<file path="config.mk">
export PLATFORM = sky130hd
export DESIGN_NAME = mem_access_unit
export DESIGN_NICKNAME = d
export VERILOG_FILES = /design/src/rtl/mem_access_unit.sv
export SDC_FILE = /design/constraint.sdc
export NUM_CORES = 1
export LEC_CHECK = 0
export BUFFER_PORTS_ARGS = -buffer_cell sky130_fd_sc_hd__buf_2
export CORE_AREA = 4 4 104 106
export DETAILED_ROUTE_END_ITERATION = 16
export DIE_AREA = 0 0 108 110
export PLACE_DENSITY = 0.9
export SYNTH_ARGS = -nofsm -noshare
export SYNTH_HDL_FRONTEND = slang
export SYNTH_SLANG_ARGS = --single-unit
</file>
<file path="constraint.sdc">
create_clock -name Clock -period 3.6 [get_ports Clock]
set_clock_uncertainty 0.2 [all_clocks]
set_input_delay 0.9 -clock Clock [delete_from_list [all_inputs] [get_ports Clock]]
set_output_delay 0.9 -clock Clock [all_outputs]
set_load 0.05 [all_outputs]
</file>
<file path="src/rtl/mem_access_unit.sv">
// Load/store unit between a CPU request port and a 32-word synchronous data memory.
// Sub-word stores read-modify-write the containing word; loads return the addressed lane extended.
module mem_access_unit (
   input  logic        Clock,
   input  logic        Reset,
   input  logic        req_valid,
   output logic        req_ready,
   input  logic        req_write,
   input  logic [1:0]  req_size,
   input  logic        req_unsigned,
   input  logic [31:0] req_addr,
   input  logic [31:0] req_wdata,
   output logic        resp_valid,
   output logic [31:0] resp_rdata,
   output logic        resp_error,
   output logic [7:0]  err_count,
   output logic [31:0] mem_address,
   output logic [31:0] mem_write_data,
   output logic        MemWrite,
   output logic        MemRead,
   input  logic [31:0] mem_read_data
);

   typedef enum logic [2:0] {IDLE, RD, WAIT, WR, RESP} state_t;

   state_t      state_reg, state_next;
   logic        write_reg;
   logic        unsigned_reg;
   logic [1:0]  size_reg;
   logic [1:0]  lane_reg;
   logic [31:0] wdata_reg;

   logic        accept;
   logic        bad_req;
   logic [7:0]  load_byte;
   logic [15:0] load_half;
   logic [31:0] load_data;
   logic [31:0] wdata_rep;
   logic [3:0]  byte_en;
   logic [31:0] merge_data;

   assign req_ready = (state_reg == IDLE);
   assign accept    = req_valid && req_ready;

   always_comb begin
      bad_req = 1'b0;
      if (req_size == 2'b11)                            bad_req = 1'b1;
      if (req_size == 2'b01 && req_addr[0])             bad_req = 1'b1;
      if (req_size == 2'b10 && req_addr[1:0] != 2'b00)  bad_req = 1'b1;
      if (req_addr[31:7] != 25'd0)                      bad_req = 1'b1;
   end

   always_comb begin
      state_next = state_reg;
      case (state_reg)
         IDLE: begin
            if (accept) begin
               if (bad_req)                state_next = RESP;
               else if (!req_write)        state_next = RD;
               else if (req_size == 2'b10) state_next = WR;
               else                        state_next = RD;
            end
         end
         RD:      state_next = WAIT;
         WAIT:    state_next = RESP;
         WR:      state_next = RESP;
         RESP:    state_next = IDLE;
         default: state_next = IDLE;
      endcase
   end

   // Load lane extraction and sign/zero extension.
   always_comb begin
      load_byte = 8'd0;
      case (lane_reg)
         2'd0: load_byte = mem_read_data[7:0];
         2'd1: load_byte = mem_read_data[15:8];
         2'd2: load_byte = mem_read_data[23:16];
         2'd3: load_byte = mem_read_data[31:24];
         default: load_byte = 8'd0;
      endcase
      load_half = lane_reg[1] ? mem_read_data[31:16] : mem_read_data[15:0];
      load_data = mem_read_data;
      case (size_reg)
         2'b00: load_data = unsigned_reg ? {24'd0, load_byte}
                                         : {{24{load_byte[7]}}, load_byte};
         2'b01: load_data = unsigned_reg ? {16'd0, load_half}
                                         : {{16{load_half[15]}}, load_half};
         default: load_data = mem_read_data;
      endcase
   end

   // Store data replicated across lanes so each byte lane only needs an enable.
   always_comb begin
      case (size_reg)
         2'b00:   wdata_rep = {4{wdata_reg[7:0]}};
         2'b01:   wdata_rep = {2{wdata_reg[15:0]}};
         default: wdata_rep = wdata_reg;
      endcase
   end

   generate
      for (genvar gi = 0; gi < 4; gi++) begin : g_lane
         localparam logic [1:0] LANE = 2'(gi);
         assign byte_en[gi] = (size_reg == 2'b00) ? (lane_reg == LANE)
                            : (size_reg == 2'b01) ? (lane_reg[1] == LANE[1])
                            : 1'b1;
         assign merge_data[8*gi +: 8] = byte_en[gi] ? wdata_rep[8*gi +: 8]
                                                    : mem_read_data[8*gi +: 8];
      end
   endgenerate

   assign resp_valid     = (state_reg == RESP);
   assign MemRead        = !Reset && (state_reg == RD);
   assign MemWrite       = !Reset && (((state_reg == WAIT) && write_reg) || (state_reg == WR));
   assign mem_write_data = (state_reg == WAIT) ? merge_data : wdata_reg;

   always_ff @(posedge Clock) begin
      if (Reset) begin
         state_reg    <= IDLE;
         write_reg    <= 1'b0;
         unsigned_reg <= 1'b0;
         size_reg     <= 2'b00;
         lane_reg     <= 2'b00;
         wdata_reg    <= 32'd0;
         mem_address  <= 32'd0;
         resp_rdata   <= 32'd0;
         resp_error   <= 1'b0;
         err_count    <= 8'd0;
      end else begin
         state_reg <= state_next;
         case (state_reg)
            IDLE: begin
               if (accept) begin
                  write_reg    <= req_write;
                  unsigned_reg <= req_unsigned;
                  size_reg     <= req_size;
                  lane_reg     <= req_addr[1:0];
                  wdata_reg    <= req_wdata;
                  mem_address  <= {27'd0, req_addr[6:2]};
                  if (bad_req) begin
                     resp_rdata <= 32'd0;
                     resp_error <= 1'b1;
                     if (err_count != 8'hFF) err_count <= err_count + 8'd1;
                  end
               end
            end
            WAIT: begin
               resp_rdata <= write_reg ? 32'd0 : load_data;
               resp_error <= 1'b0;
            end
            WR: begin
               resp_rdata <= 32'd0;
               resp_error <= 1'b0;
            end
            default: ;
         endcase
      end
   end

endmodule

</file>
==> metrics.json, run 1 <==
{
  "cts_tree": {"value": "done"},
  "fin_crit": {"value": 3.50, "unit": "ns"},
  "ys_async_sr_fraction": {"value": 0, "unit": "%"},
  "post_drt_via_cell_ratio": {"value": 5.64},
  "port_buffers": {"value": 184},
  "globalRoute.totalOverflow": {"value": 0},
  "cts_root_buf": {"value": "clkbuf_8"},
  "timing.hold.ws": {"value": 0.262, "unit": "ns"},
  "reg2reg_from": {"value": "state_reg[0]"},
  "layout.cells.most_common_list": {"value": "180 x buf_2, 133 x nand2_1, 86 x dfxtp_1, 51 x a21oi_1, 33 x o21ai_0"},
  "drtAntennaViolNets": {"value": 0},
  "mostFrequentLayoutCell": {"value": "buf_2"},
  "die_height": {"value": 110, "unit": "um"},
  "ir_drop": {"value": 0.282, "unit": "mV"},
  "finalWirelength": {"value": 15200, "unit": "um"},
  "dominantRegCellSynth": {"value": "dfxtp_1"},
  "critical_path_required_time": {"value": 2.50, "unit": "ns"},
  "synth-compound-area-share": {"value": 26.6, "unit": "%"},
  "area_delta_synth_final": {"value": 25.2, "unit": "%"},
  "critical_path.startpoint_type": {"value": "flip-flop"},
  "die_width": {"value": 108, "unit": "um"},
  "route.vias.total": {"value": 5033},
  "cts_htree_levels": {"value": 3},
  "numPlacedInstances": {"value": 875},
  "critPathArrivalTime": {"value": 2.40, "unit": "ns"},
  "vias_in_the_first_global_route": {"value": 4508},
  "max_freq": {"value": 286, "unit": "MHz"},
  "clock_latency": {"value": 0.36, "unit": "ns"},
  "seq_area_frac_synth": {"value": 38.0, "unit": "%"},
  "worst_setup_path_end_kind": {"value": "output pin"},
  "cts_inserted_buffers": {"value": 9},
  "crit-reg2reg-capture": {"value": "resp_rdata[23]"},
  "post_layout_nonfiller_instances": {"value": 893},
  "synth_warnings": {"value": 0},
  "gpl.final_weighted_congestion": {"value": 0.899},
  "detail_route.drc_violations": {"value": 0},
  "timing.hold.worst.class": {"value": "reg -> reg"},
  "timing.final.crit_share": {"value": 97.1, "unit": "%"},
  "hold_path.startpoint": {"value": "mem_address[1]"},
  "start_util": {"value": 46.9, "unit": "%"},
  "dominant_combinational_cell_family_by_area_after_synthesis": {"value": "compound AO/OA/AOI/OAI gates"},
  "synth_simple_gate_area_share": {"value": 20.7, "unit": "%"},
  "min_path_cells": {"value": 2},
  "total_power": {"value": 2.23, "unit": "mW"},
  "synth_seq_cells": {"value": 87},
  "register_area": {"value": 1740, "unit": "um^2"},
  "rows": {"value": 36},
  "worst-r2r-setup-slack": {"value": 1.03, "unit": "ns"},
  "setup_viol": {"value": 0},
  "grt_first_pass_wirelength": {"value": 22600, "unit": "um"},
  "design.final.nets": {"value": 858},
  "drt_pass1_iterations": {"value": 6},
  "fillCellCount": {"value": 897},
  "grt_setup_unrepaired": {"value": "no"},
  "drv_cap": {"value": 0},
  "cts.path.max_buffers": {"value": 2},
  "synthesis.area_per_instance": {"value": 7.80, "unit": "um^2"},
  "post_synth_edffs": {"value": 0},
  "finalHoldViolations": {"value": 0},
  "wl_per_cell": {"value": 17.0, "unit": "um"},
  "core": {"value": 9770, "unit": "um^2"},
  "post_synthesis_cell_area": {"value": 4590, "unit": "um^2"},
  "io_pins": {"value": 212},
  "multiInputGateArea": {"value": 2510, "unit": "um^2"},
  "grt_start_max_net_pins": {"value": 51},
  "transition_time_of_the_tightest_slew_check_pin": {"value": 0.737, "unit": "ns"},
  "holdPathEnd": {"value": "mem_address[1]"},
  "timing_worst_setup_path_type": {"value": "reg -> out"},
  "layout.core_utilization": {"value": 58.8, "unit": "%"},
  "power_density": {"value": 388, "unit": "nW/um^2"},
  "dpl.hpwl": {"value": 11600, "unit": "um"},
  "critPathMaxFanout": {"value": 9},
  "drive_above_1_share": {"value": 31.9, "unit": "%"},
  "synth.lib_cells_used.distinct": {"value": 52},
  "numClockSinks": {"value": 87},
  "setup-tns-final": {"value": 0, "unit": "ns"},
  "yosys-mux-area-fraction": {"value": 4.66, "unit": "%"},
  "cell_count_of_the_worst_reg_to_reg_path": {"value": 6},
  "synth-adder-area-share": {"value": 0.273, "unit": "%"},
  "timing.critical_path.from": {"value": "state_reg[0]"},
  "clk_transition_reported_paths": {"value": 0.09, "unit": "ns"},
  "dieArea": {"value": 11900, "unit": "um^2"},
  "grt_antenna_before_repair": {"value": 4},
  "cellLeakagePower": {"value": 2.65, "unit": "nW"},
  "timing_max_transition_violations_final": {"value": 0},
  "worst_slew_margin_rel": {"value": 50.9, "unit": "%"},
  "postSynthCellCount": {"value": 588},
  "outcome": {"value": "completed"},
  "gr-usage-all-layers": {"value": 24.4, "unit": "%"},
  "post_synth_xor_area_fraction": {"value": 0, "unit": "%"},
  "detail_route.iter0.violations": {"value": 429}
}
[layer usage]
metal  track usage, %  wire length, um  vias up
met1             28.7             5740     2313
met4             10.2              517        6
met2             40.6             7050      303
met5                0               34        -
li1                 -                -     2364
met3             8.44             1840       47
[layout make-up]
cell class / count / share of cell area [%]
Clock inverter: 7 / 1.26
Clock buffer: 9 / 2.16
Inverter: 14 / 0.915
Tap cell: 133 / 2.90
Timing Repair Buffer: 201 / 18.6
Sequential cell: 87 / 30.3
Multi-Input combinational cell: 441 / 43.7
Antenna cell: 1 / 0.0436
[through the flow]
stage / worst slack [ns] / cell area [um^2]
floorplan: 0.105 / 4690
global placement: 0.367 / 5510
detailed placement: 0.337 / 5510
CTS: 0.0259 / 5720
global route: 0.00321 / 5740
finish: 0.103 / 5740
[cell usage after synthesis (all sizes together), types with 14 or more instances]
master	count	area share, %
o21ai	41	4.5
a22oi	16	2.6
dfxtp	87	38
buf	34	5.5
inv	14	1.1
a21oi	53	6.1
nand2b	18	2.5
o2bb2ai	15	2.9
mux2	17	4.2
nor2	20	1.6
clkbuf	38	3.1
a22o	16	3.1
nand2	133	11
[repair_timing]
action | CTS | global route
hold buffers | 0 | 0
buffers inserted | 1 | 0
hold endpoints to repair | 0 | 0
resized for setup | 0 | 11
setup endpoints to repair | 8 | 8
pin swaps | 0 | 0
cloned | 0 | 0
[worst max-delay path: stages, from the launching register on]
cell,delay [ns]
dfxtp_2,0.35
or3b_1,0.40
or2_1,0.25
a21o_4,0.23
a21oi_4,0.14
buf_12,0.14
mux2_2,0.33
buf_2,0.21
[worst max path at each step]
| stage | to | slack [ns] | cells after the start |
|---|---|---|---|
| CTS | mem_write_data[5] | 0.03 | 7 |
| global route | mem_write_data[4] | 0.003 | 7 |
| global placement | mem_write_data[0] | 0.37 | 6 |
| detailed placement | mem_write_data[6] | 0.34 | 6 |
| finish | mem_write_data[3] | 0.10 | 7 |
| floorplan | mem_write_data[24] | 0.10 | 5 |
[power by group]
| group | internal (mW) | switching [mW] | total, mW |
|---|---|---|---|
| clock network | 0.322 | 0.369 | 0.691 |
| logic | 0.154 | 0.361 | 0.514 |
| registers | 0.993 | 0.0314 | 1.02 |
[cells by family (layout without fill, tap and decap cells)]
kind of cell,count (synthesis),after routing
other,1,28
AOI/OAI and AO/OA,184,184
buffers and inverters,86,231
adders and majority gates,1,1
and+or+nand+nor,211,211
muxes,18,18
DFF,87,87
Power figures use the tool's default switching activity.
==> run 2, diff against run 1 <==
clock period = 3.9 ns   (was 3.6 ns; I/O delays follow)
==> metrics.json, run 2 (same netlist as run 1, synthesis figures left out) <==
{
  "outcome": {"value": "completed"},
  "n_antenna_cell": {"value": 0},
  "die_width": {"value": 108, "unit": "um"},
  "total_power": {"value": 2.14, "unit": "mW"},
  "drv_cap": {"value": 0},
  "critPathMaxFanout": {"value": 9},
  "grt_start_max_net_pins": {"value": 46},
  "cts_inserted_buffers": {"value": 9},
  "io_pins": {"value": 212},
  "die_height": {"value": 110, "unit": "um"},
  "setup-tns-final": {"value": 0, "unit": "ns"},
  "drive_above_1_share": {"value": 31.4, "unit": "%"},
  "post_layout_nonfiller_instances": {"value": 888},
  "finalWirelength": {"value": 15700, "unit": "um"},
  "dieArea": {"value": 11900, "unit": "um^2"},
  "vias_in_the_first_global_route": {"value": 4647},
  "multiInputGateArea": {"value": 2510, "unit": "um^2"},
  "globalRoute.totalOverflow": {"value": 0},
  "critical_path.startpoint_type": {"value": "flip-flop"},
  "ir_drop": {"value": 0.198, "unit": "mV"},
  "timing.final.crit_share": {"value": 96.5, "unit": "%"},
  "setup_viol": {"value": 0},
  "numClockSinks": {"value": 87},
  "hold_path.startpoint": {"value": "mem_address[4]"},
  "worst_slew_margin_rel": {"value": 54.2, "unit": "%"},
  "start_util": {"value": 46.9, "unit": "%"},
  "gr-usage-all-layers": {"value": 25.7, "unit": "%"},
  "area_delta_synth_final": {"value": 24.4, "unit": "%"},
  "drtAntennaViolNets": {"value": 0},
  "timing_worst_setup_path_type": {"value": "reg -> out"},
  "max_freq": {"value": 266, "unit": "MHz"},
  "wl_per_cell": {"value": 17.7, "unit": "um"},
  "critPathArrivalTime": {"value": 2.59, "unit": "ns"},
  "grt_antenna_before_repair": {"value": 0},
  "rows": {"value": 36},
  "design.final.nets": {"value": 854},
  "cts_htree_levels": {"value": 3},
  "min_path_cells": {"value": 2},
  "route.vias.total": {"value": 4977},
  "clk_transition_reported_paths": {"value": 0.08, "unit": "ns"},
  "dpl.hpwl": {"value": 11800, "unit": "um"},
  "finalHoldViolations": {"value": 0},
  "placedInstanceArea": {"value": 5480, "unit": "um^2"},
  "fin_crit": {"value": 3.76, "unit": "ns"},
  "worst-r2r-setup-slack": {"value": 1.14, "unit": "ns"},
  "cts_tree": {"value": "done"},
  "final_area": {"value": 5710, "unit": "um^2"},
  "clock_latency": {"value": 0.36, "unit": "ns"},
  "layout.cells.most_common_list": {"value": "184 x buf_2, 133 x nand2_1, 86 x dfxtp_1, 51 x a21oi_1, 41 x o21ai_0"},
  "cts_hold_buffers": {"value": 0},
  "cellLeakagePower": {"value": 2.64, "unit": "nW"},
  "holdPathEnd": {"value": "mem_address[4]"},
  "grt_setup_unrepaired": {"value": "no"},
  "grt_first_pass_wirelength": {"value": 23700, "unit": "um"},
  "transition_time_of_the_tightest_slew_check_pin": {"value": 0.686, "unit": "ns"},
  "mostFrequentLayoutCell": {"value": "buf_2"},
  "numPlacedInstances": {"value": 872},
  "drt_pass1_iterations": {"value": 8},
  "crit-reg2reg-capture": {"value": "resp_rdata[16]"},
  "detail_route.iter0.violations": {"value": 377},
  "gpl.final_weighted_congestion": {"value": 0.948},
  "critical_path_required_time": {"value": 2.72, "unit": "ns"},
  "core": {"value": 9770, "unit": "um^2"},
  "reg2reg_from": {"value": "state_reg[1]"},
  "port_buffers": {"value": 184},
  "cts.path.max_buffers": {"value": 2},
  "fillCellCount": {"value": 926},
  "register_area": {"value": 1740, "unit": "um^2"},
  "post_drt_via_cell_ratio": {"value": 5.60},
  "cell_count_of_the_worst_reg_to_reg_path": {"value": 5},
  "timing.hold.ws": {"value": 0.258, "unit": "ns"},
  "timing.critical_path.from": {"value": "state_reg[1]"},
  "timing_max_transition_violations_final": {"value": 0},
  "detail_route.drc_violations": {"value": 0},
  "power_density": {"value": 376, "unit": "nW/um^2"},
  "timing.hold.worst.class": {"value": "reg -> reg"},
  "cts_root_buf": {"value": "clkbuf_8"},
  "worst_setup_path_end_kind": {"value": "output pin"}
}
[run 2: changes by cell type in the layout (fill, tap and decap cells not counted), sizes merged]
cell      delta
clkinv       -1
clkinvlp     -1
diode        -1
clkbuf       +1
bufinv       +1
buf          -4
[run 2: final cells by class]
type                    count  area share, %
clock buffers              10           2.24
clock inverters             6           1.64
inverters                  14          0.920
multi-input cells         441           43.9
flip-flops and latches     87           30.5
well taps                 133           2.91
repair buffers            197           17.8
[run 2: timing repair]
action / CTS / global route
gates resized for setup: 0 / 2
setup buffers: 0 / 0
endpoints found under the setup margin: 0 / 16
[run 2: report_power, final]
| group | switching, mW | leakage, nW | total [mW] | internal [mW] |
|---|---|---|---|---|
| clock | 0.353 | 0.107 | 0.720 | 0.366 |
| sequential | 0.0316 | 0.709 | 0.948 | 0.916 |
| combinational | 0.338 | 1.82 | 0.477 | 0.139 |
[run 2: worst max-delay path by stage]
stage	to	slack, ns	depth (start not counted)
2_1_floorplan	mem_write_data[16]	0.11	6
3_3_place_gp	mem_write_data[6]	0.51	6
3_5_place_dp	mem_write_data[7]	0.45	6
5_1_grt	mem_write_data[2]	0.02	6
4_1_cts	mem_write_data[7]	0.06	6
6_report	mem_write_data[1]	0.14	6
[run 2: stage by stage]
stage               setup WS, ns  utilization [%]
finish                     0.138             58.4
CTS                       0.0598             58.4
detailed placement         0.448             56.1
global route              0.0189             58.4
floorplan                  0.112                -
global placement           0.508             56.1
[run 2: per-layer routing]
metal | vias up | track usage [%] | share of wire [%]
met4 | 0 | 7.03 | 2.1
met5 | - | 0 | 0
met3 | 28 | 6.58 | 11
met1 | 2280 | 32.3 | 39
li1 | 2353 | - | -
met2 | 316 | 44.0 | 48
[run 2: critical path, stage by stage, from the launching register on]
cell,delay [ns]
dfxtp_2,0.41
or3b_1,0.41
or2_1,0.24
a21o_1,0.27
a21oi_4,0.31
mux2_2,0.38
buf_2,0.21
